**src/rtl/ttt_pkg.sv**
```systemverilog
// Shared tic-tac-toe definitions: FSM state encoding, board geometry and the
// eight winning line masks (bit i of a mask = cell i, cells numbered row-major).
package ttt_pkg;

   localparam int NUM_CELLS = 9;
   localparam int NUM_LINES = 8;

   typedef enum logic [2:0] {
      ESPERA_J1  = 3'd0,
      VALIDA_J1  = 3'd1,
      GANA_J1    = 3'd2,
      ESPERA_J2  = 3'd3,
      VALIDA_J2  = 3'd4,
      GANA_J2    = 3'd5,
      FIN_GANA   = 3'd6,
      FIN_EMPATE = 3'd7
   } estado_t;

   // rows 012/345/678, columns 036/147/258, diagonals 048/246
   localparam logic [NUM_LINES-1:0][NUM_CELLS-1:0] LINE_MASKS = {
      9'h054, 9'h111, 9'h124, 9'h092, 9'h049, 9'h1C0, 9'h038, 9'h007
   };

   // Lowest-index free cell; returns 9 (an invalid cell) when the board is full
   // so the caller's validity check rejects it naturally.
   function automatic logic [3:0] lowest_free(input logic [NUM_CELLS-1:0] occ);
      logic [3:0] idx;
      idx = 4'd9;
      for (int i = NUM_CELLS - 1; i >= 0; i--) begin
         if (!occ[i]) idx = 4'(i);
      end
      return idx;
   endfunction

endpackage

```
**src/rtl/linea_ganadora.sv**
```systemverilog
// Combinational win detector for one player's board.
//   tablero_i : 9-bit occupancy board, bit i = cell i
//   gana_o    : 1 when the board fully covers any of the eight lines
module linea_ganadora
   import ttt_pkg::*;
(
   input  logic [NUM_CELLS-1:0] tablero_i,
   output logic                 gana_o
);

   always_comb begin
      gana_o = 1'b0;
      for (int i = 0; i < NUM_LINES; i++) begin
         if ((tablero_i & LINE_MASKS[i]) == LINE_MASKS[i]) gana_o = 1'b1;
      end
   end

endmodule

```
**src/rtl/control_ttt.sv**
```systemverilog
// Two-player tic-tac-toe controller with per-move idle timeout.
//   clk, rst (sync, active-low), D (confirm pulse), pos (cell 0..8), nuevo (new game)
//   estado (FSM code), j1/j2 (boards), turno, ganador, empate,
//   jugada_invalida (one-cycle reject pulse), movimientos (marks placed)
//
// state      | meaning
// ESPERA_J1  | waiting for player 1 confirm or timeout
// VALIDA_J1  | checking player 1 pending cell, placing mark
// GANA_J1    | checking player 1 lines / draw
// ESPERA_J2  | waiting for player 2 confirm or timeout
// VALIDA_J2  | checking player 2 pending cell, placing mark
// GANA_J2    | checking player 2 lines / draw
// FIN_GANA   | game won, results held until nuevo
// FIN_EMPATE | game drawn, results held until nuevo
module control_ttt
   import ttt_pkg::*;
#(
   parameter int TIMEOUT_CYCLES = 750000000
) (
   input  logic       clk,
   input  logic       rst,
   input  logic       D,
   input  logic [3:0] pos,
   input  logic       nuevo,
   output logic [2:0] estado,
   output logic [8:0] j1,
   output logic [8:0] j2,
   output logic       turno,
   output logic [1:0] ganador,
   output logic       empate,
   output logic       jugada_invalida,
   output logic [3:0] movimientos
);

   localparam int CW = (TIMEOUT_CYCLES > 1) ? $clog2(TIMEOUT_CYCLES) : 1;
   localparam logic [CW-1:0] CNT_LAST = CW'(TIMEOUT_CYCLES - 1);

   estado_t         estado_q;
   logic [8:0]      j1_q, j2_q;
   logic [3:0]      pend_q, movs_q;
   logic [CW-1:0]   cnt_q;
   logic [1:0]      gan_q;
   logic            emp_q, inv_q, turno_q;

   logic            gana1, gana2, timeout, libre;
   logic [15:0]     occ_ext;
   logic [8:0]      celda;

   linea_ganadora u_linea_j1 (.tablero_i(j1_q), .gana_o(gana1));
   linea_ganadora u_linea_j2 (.tablero_i(j2_q), .gana_o(gana2));

   // Cells 9..15 read as permanently occupied, so one lookup rejects both
   // out-of-range and already-taken cells.
   assign occ_ext = {7'h7F, j1_q | j2_q};
   assign libre   = ~occ_ext[pend_q];
   assign celda   = 9'(1) << pend_q;
   assign timeout = (cnt_q == CNT_LAST);

   always_ff @(posedge clk) begin
      if (!rst) begin
         estado_q <= ESPERA_J1;
         j1_q     <= '0;
         j2_q     <= '0;
         pend_q   <= '0;
         movs_q   <= '0;
         cnt_q    <= '0;
         gan_q    <= '0;
         emp_q    <= 1'b0;
         inv_q    <= 1'b0;
         turno_q  <= 1'b0;
      end else if (nuevo) begin
         estado_q <= ESPERA_J1;
         j1_q     <= '0;
         j2_q     <= '0;
         pend_q   <= '0;
         movs_q   <= '0;
         cnt_q    <= '0;
         gan_q    <= '0;
         emp_q    <= 1'b0;
         inv_q    <= 1'b0;
         turno_q  <= 1'b0;
      end else begin
         inv_q <= 1'b0;
         case (estado_q)
            ESPERA_J1, ESPERA_J2: begin
               if (D || timeout) begin
                  pend_q   <= D ? pos : lowest_free(j1_q | j2_q);
                  cnt_q    <= '0;
                  estado_q <= (estado_q == ESPERA_J1) ? VALIDA_J1 : VALIDA_J2;
               end else begin
                  cnt_q <= cnt_q + 1'b1;
               end
            end
            VALIDA_J1, VALIDA_J2: begin
               cnt_q <= '0;
               if (libre) begin
                  if (estado_q == VALIDA_J1) j1_q <= j1_q | celda;
                  else                       j2_q <= j2_q | celda;
                  movs_q   <= movs_q + 4'd1;
                  estado_q <= (estado_q == VALIDA_J1) ? GANA_J1 : GANA_J2;
               end else begin
                  inv_q    <= 1'b1;
                  estado_q <= (estado_q == VALIDA_J1) ? ESPERA_J1 : ESPERA_J2;
               end
            end
            GANA_J1: begin
               cnt_q <= '0;
               if (gana1) begin
                  gan_q    <= 2'd1;
                  estado_q <= FIN_GANA;
               end else if (movs_q == 4'(NUM_CELLS)) begin
                  emp_q    <= 1'b1;
                  estado_q <= FIN_EMPATE;
               end else begin
                  turno_q  <= 1'b1;
                  estado_q <= ESPERA_J2;
               end
            end
            GANA_J2: begin
               cnt_q <= '0;
               if (gana2) begin
                  gan_q    <= 2'd2;
                  estado_q <= FIN_GANA;
               end else if (movs_q == 4'(NUM_CELLS)) begin
                  emp_q    <= 1'b1;
                  estado_q <= FIN_EMPATE;
               end else begin
                  turno_q  <= 1'b0;
                  estado_q <= ESPERA_J1;
               end
            end
            default: ;  // FIN_GANA / FIN_EMPATE hold everything
         endcase
      end
   end

   assign estado          = estado_q;
   assign j1              = j1_q;
   assign j2              = j2_q;
   assign turno           = turno_q;
   assign ganador         = gan_q;
   assign empate          = emp_q;
   assign jugada_invalida = inv_q;
   assign movimientos     = movs_q;

endmodule

```
**config.mk**
```make
export PLATFORM = sky130hd
export DESIGN_NAME = control_ttt
export DESIGN_NICKNAME = d
export VERILOG_FILES = /design/src/rtl/ttt_pkg.sv /design/src/rtl/linea_ganadora.sv /design/src/rtl/control_ttt.sv
export SDC_FILE = /design/constraint.sdc
export NUM_CORES = 1
export LEC_CHECK = 0
export ABC_CLOCK_PERIOD_IN_PS = 4900
export BUFFER_PORTS_ARGS = -buffer_cell sky130_fd_sc_hd__buf_2
export CORE_AREA = 8 8 77 146
export DETAILED_ROUTE_END_ITERATION = 8
export DIE_AREA = 0 0 85 154
export MAX_ROUTING_LAYER = met4
export PLACE_DENSITY = 0.48
export SETUP_SLACK_MARGIN = 0.4
export SLEW_MARGIN = 20
export SYNTH_ARGS = -nofsm -noshare
export SYNTH_HDL_FRONTEND = slang
export SYNTH_SLANG_ARGS = --single-unit
```
**constraint.sdc**
```tcl
create_clock -name clk -period 4.9 [get_ports clk]
set_input_delay 0.245 -clock clk [delete_from_list [all_inputs] [get_ports clk]]
set_output_delay 0.245 -clock clk [all_outputs]
set_load 0.03 [all_outputs]
```
# [Word level (Yosys, flattened, before mapping)]
# Index checks and enable logic that the tools add are counted.
[classes] add_sub_neg=2 order_cmp=1 n_eq_ne=30 shifts=1 mux=53 n_bitwise=7 reduce_logical=18
[ops] cell="case mux 30 bit (2 select lines)" count=1
[ops] cell="equality test 3 bit, second input constant" count=18
[ops] cell="2-to-1 mux 4 bit" count=9
[ops] cell="adder 30 x 1 -> 30 bit, second input constant" count=1
[ops] cell="equality test 30 bit, second input constant" count=1
[ops] cell="2-to-1 mux 30 bit" count=1
[ops] cell="bitwise OR 9 bit" count=3
[ops] cell="2-to-1 mux 1 bit" count=26
[ops] cell="2-to-1 mux 3 bit" count=8
[ops] cell="inequality test 2 bit, second input constant" count=7
[ops] cell="case mux 3 bit (4 select lines)" count=1
[ops] cell="AND reduction 3 bit" count=4
[ops] cell="<< shifter 1 x 4 -> 9 bit, first input constant" count=1
[ops] cell="equality test 3 x 2 -> 1 bit, second input constant" count=2
[ops] cell="2-to-1 mux 2 bit" count=3
[ops] cell="AND reduction 2 bit" count=3
[ops] cell="OR reduction 2 bit" count=3
[ops] cell="less-than comparator 4 x 5 -> 1 bit, second input constant" count=1
[ops] cell="AND reduction 5 bit" count=1
[ops] cell="adder 4 x 1 -> 4 bit, second input constant" count=1
[ops] cell="binary-select mux 1 bit (select 4 bit)" count=1
[ops] cell="equality test 4 bit, second input constant" count=1
[ops] cell="NOT 1 bit" count=4
[ops] cell="case mux 1 bit (2 select lines)" count=2
[ops] cell="other kinds (8)" count=9
[word_totals] reg_bits=64 inputBits=8 word_cells=122

# [Longest topological paths before layout]
[depth] depth_word=11 depth_mapped=8 ltp_nobuf=8

# [By module]
# A second synthesis with hierarchy kept.
[unflattened] cells_unflattened=424 hier_area_um2=3512.1
[modules_own_cells] module="control_ttt" instances=1 cells_per_inst=410 area_per_inst_um2=3402.0
[modules_own_cells] module="linea_ganadora" instances=2 cells_per_inst=7 area_per_inst_um2=55.1

# [Worst setup path before layout]
# No wires, ideal clock.
[synth_timing] kind="register to register" start="reg j1_q[4] (netlist: j1[4])" end="reg estado_q[2] (netlist: estado[2])" t_arrival_ps=2300 required_ps=4780 slack_ps=2481 path_stages_with_launch=9 cell_sequence="dfxtp_1 -> nor2_1 -> mux4_2 -> a22oi_2 -> nand2_1 -> ha_1 -> nor2b_1 -> o21a_1 -> o31a_1"
[synth_between] elab_chain_len=10 word_cells_on_any_way=17 classes_between="4 x eq/ne; 12 x mux; 1 x bitwise"
[synth_rtl] element="start: declaration" line="control_ttt.sv:39" text="logic [8:0] j1_q, j2_q;"
[synth_rtl] element="start signal: assignment" line="control_ttt.sv:97" text="if (estado_q == VALIDA_J1) j1_q <= j1_q | celda;"
[synth_rtl] element="equality test 3 bit" line="linea_ganadora.sv:14" text="if ((tablero_i & LINE_MASKS[i]) == LINE_MASKS[i]) gana_o = 1'b1;"
[synth_rtl] element="2-to-1 mux 1 bit (7 in series)" line="linea_ganadora.sv:14"
[synth_rtl] element="2-to-1 mux 3 bit" line="control_ttt.sv:108" text="if (gana1) begin"
[synth_rtl] element="case mux 3 bit (4 select lines) (*)" line="control_ttt.sv:84" text="case (estado_q)"
[synth_rtl] element="end signal: assignment" line="control_ttt.sv:89" text="estado_q <= (estado_q == ESPERA_J1) ? VALIDA_J1 : VALIDA_J2;"
[synth_rtl] element="end signal: assignment" line="control_ttt.sv:100" text="estado_q <= (estado_q == VALIDA_J1) ? GANA_J1 : GANA_J2;"
[synth_rtl] element="end signal: assignment" line="control_ttt.sv:103" text="estado_q <= (estado_q == VALIDA_J1) ? ESPERA_J1 : ESPERA_J2;"
[synth_rtl] element="end: declaration" line="control_ttt.sv:38" text="estado_t estado_q;"
# Every way passes the cells marked *; elsewhere a longest branch is shown, timed or not. The select of a mux whose other input is x is not followed.
# A chain may end at the register's enable or synchronous reset.

# [Worst setup path after layout]
[layout_timing] start="reg pend_q[0]" end="reg estado_q[2] (netlist: estado[2])"
[layout_between] elab_chain_len=4
[layout_rtl] element="start: declaration" line="control_ttt.sv:40" text="logic [3:0] pend_q, movs_q;"
[layout_rtl] element="start signal: assignment" line="control_ttt.sv:87" text="pend_q <= D ? pos : lowest_free(j1_q | j2_q);"
[layout_rtl] element="binary-select mux 1 bit (select 4 bit)" line="control_ttt.sv:55" text="assign libre = ~occ_ext[pend_q];"
[layout_rtl] element="2-to-1 mux 1 bit (not written as such)" line="control_ttt.sv:55"
[layout_rtl] element="2-to-1 mux 3 bit" line="control_ttt.sv:96" text="if (libre) begin"
[layout_rtl] element="case mux 3 bit (4 select lines)" line="control_ttt.sv:84"
# Every way passes these cells. The select of a mux whose other input is x is not followed.

==> impl_metrics.csv <==
group,metric,value,unit
setup_path,worst_ep_required_time,5.12,ns
drt,post_drt_wl_per_cell,16.9,um
placed_design,placed_area,3410,sq um
clock_tree,clk_pin_slew,0.05,ns
clock_tree,clockBufferDepth,2,
drt,vias_per_cell,5.41,
drt,drt-initial-drc-count,93,
finish,seq_area,1280,sq um
setup_path,slowest_stage,"dfxtp_1",
grt,track_usage,14.3,%
outcome,status,"complete, no violations",
sta,rsz0062_at_grt,"false",
grt,grt-ovfl-total,0,
logic_synthesis,syn_area,3160,sq um
finish,final_util,40.1,%
finish,area_growth,18.2,%
sta,finalClockSkew,0.00554,ns
worst_hold_path,hp-class,"input pin to flop",
sta,period_minus_slack,2.61,ns
finish,multi_input_area,1780,sq um
placed_design,gp_congestion,0.939,
logic_synthesis,synth-async-reset-ratio,0,%
clock_tree,post_cts_resized,0,
floorplan,coreArea,9320,sq um
drt,ant_nets,0,
placed_design,place_worst_setup_slack,2.29,ns
logic_synthesis,syn_nets,381,
floorplan,pin_count,38,
power,ir_drop,0.000310,V
sta,worst_slew_pin_slew,0.877,ns
placed_design,portBuffers,37,
logic_synthesis,synth_ff_type,"dfxtp_1",
logic_synthesis,synth-edff-count,0,
sta,setup_viol,0,
grt,grt_pass1_wl,14200,um
clock_tree,clock_sinks,64,
sta,tns,0,ns
setup_path,crit_chain,"mux4_2, a22oi_2, nand2_1, ha_1, nor2b_1, o21a_1, o31a_1",
power,power,1.29,mW
clock_tree,cts_tree,"built",
floorplan,die_h,154,um
logic_synthesis,synth.area.top_cells,"dfxtp_1 41%, nor2_1 9.0%, xor2_1 5.5%, a21oi_1 3.6%, xnor2_1 3.6%",
clock_tree,clock_latency,0.33,ns
setup_path,r2r-start,"pend_q[0]",
power,seq_power_share,41.5,%
logic_synthesis,synth_most_common_cell,"nor2_1",
clock_tree,cts_made_buffers,9,
setup_path,rr_worst_depth,7,
worst_hold_path,min_from,"pos[2]",
drt,dr.pass1.iters,4,
logic_synthesis,ys_seq_elements,64,
setup_path,path_max_fanout,11,
sta,post-route-period-util,53.2,%
placed_design,hpwlAfterDp,6740,um
grt,grt_max_degree,32,
setup_path,cp_slowest_stage_delay,0.59,ns
power,pwr-share-clk,53.6,%
sta,hold-worst-slack,0.223,ns
clock_tree,hold_buffers,0,
worst_hold_path,min_to,"pend_q[2]",
finish,diodes,0,
grt,antenna_found_initial,0,
job,max_cap_violations,0,
finish,drive_above_1_share,17.6,%
setup_path,critPathCaptureType,"flop",
sta,hold_viol,0,
logic_synthesis,synth_top_area_cell,"dfxtp_1",
sta,relSlewSlack,41.6,%
logic_synthesis,yosysTopAreaCellShare,40.5,%
logic_synthesis,synth_cell_types,56,
clock_tree,post-cts-setup-buffers,0,
logic_synthesis,avgSynthCellArea,8.59,sq um
sta,final-max-slew-violation-count,0,
power,power_density,345,nW/um^2
power,internal_power,1.01,mW
power,combPwrFrac,4.9,%
finish,final_cells,513,
setup_path,arrival,2.82,ns
power,p_leak,1.41,nW
logic_synthesis,ys_warn_count,0,
floorplan,dieArea,13100,sq um
logic_synthesis,synthCells,368,
placed_design,place_inst,497,
drt,routed_wl,8670,um
worst_hold_path,hold_path_depth,3,
setup_path,crit_type,"flop to flop",
floorplan,start_util,33.9,%
power,p_sw_share,21.9,%
finish,fillers,964,
floorplan,fp.dieW,85,um
logic_synthesis,seq_area_frac_synth,40.5,%
drt,vias,2776,
logic_synthesis,synth_common_cells,"76 x nor2_1, 64 x dfxtp_1, 23 x a21oi_1",
finish,nNetsFinal,417,
setup_path,r2r_setup_slack,2.29,ns
finish,final_area,3740,sq um
setup_path,start_kind,"flop",
setup_path,worstReg2RegEnd,"estado[2]",
sta,layout_setup_ws,2.29,ns
drt,drc,0,
floorplan,row_count,50,
clock_tree,clockRootBuffer,"clkbuf_16",
sta,max_freq,0.384,GHz
clock_tree,htreeDepth,3,
grt,grt_pass1_vias,2851,
power,power.net_switching,0.282,mW
==> area by class of cell <==
type | count | share of cell area (%)
inverter | 7 | 0.703
clock inverter | 5 | 2.14
clock buffer | 11 | 6.50
sequential | 64 | 34.3
timing repair buffer | 39 | 5.36
multi-input combinational | 283 | 47.5
tap | 104 | 3.48
==> worst max path at each step <==
stage	startpoint	endpoint
floorplan	j1[4]	estado[2]
global placement	pend_q[0]	estado[2]
detailed placement	pend_q[0]	estado[2]
CTS	pend_q[0]	estado[2]
global route	cnt_q[0]	cnt_q[15]
finish	pend_q[0]	estado[2]
==> layout by cell type, fill, tap and decap left out, types with 7 or more instances in the layout <==
| cell | n |
|---|---|
| clkbuf_16 | 9 |
| nand4_1 | 7 |
| inv_1 | 7 |
| nor3_1 | 8 |
| dfxtp_1 | 64 |
| xnor2_1 | 13 |
| xor2_1 | 20 |
| a21oi_1 | 23 |
| nand2_1 | 21 |
| nand3_1 | 12 |
| nor2b_1 | 10 |
| nor2_1 | 76 |
| buf_2 | 37 |
| a22o_1 | 8 |
==> logic make-up after synthesis <==
| logic type | Yosys count | share of synthesized area, % |
|---|---|---|
| multiplexers | 2 | 1.42 |
| buffers and inverters | 21 | 3.32 |
| AND/OR/NAND/NOR | 171 | 28.2 |
| flip-flops | 64 | 40.5 |
| adder cells (fa/ha/maj) | 5 | 1.98 |
| XOR/XNOR | 33 | 9.14 |
| AO/OA/AOI/OAI | 72 | 15.4 |
==> critical path, delay by kind of cell, from the launching register on <==
kind                       cells  cell delay [ns]
AOI/OAI and AO/OA              3             0.75
muxes                          1             0.59
adders and majority gates      1             0.25
DFF                            1             0.59
and+or+nand+nor                2             0.30
==> layer usage <==
| layer | part of all wire (%) | up-vias | track usage (%) |
|---|---|---|---|
| li1 | - | 1371 | - |
| met1 | 35 | 1312 | 12.6 |
| met2 | 57 | 72 | 27.0 |
| met3 | 5.6 | 21 | 3.52 |
| met4 | 2.5 | 0 | 6.76 |
| met5 | 0 | - | - |
==> sequential cells by signal, summed over array words and instances, names as in the netlist <==
signal	cells
empate	1
jugada_invalida	1
cnt_q	30
pend_q	4
turno	1
ganador	2
estado	3
movimientos	4
j1	9
j2	9
==> power groups by stage <==
| stage | registers [mW] | logic (mW) | clock network, mW |
|---|---|---|---|
| 6_report | 0.534 | 0.0635 | 0.691 |
| 5_1_grt | 0.535 | 0.0707 | 0.724 |
| 4_1_cts | 0.534 | 0.0646 | 0.704 |
| 2_1_floorplan | 0.545 | 0.0469 | 0 |
| 3_3_place_gp | 0.545 | 0.0638 | 0 |
| 3_5_place_dp | 0.545 | 0.0642 | 0 |
No activity file was read; power rests on OpenSTA's default activity.
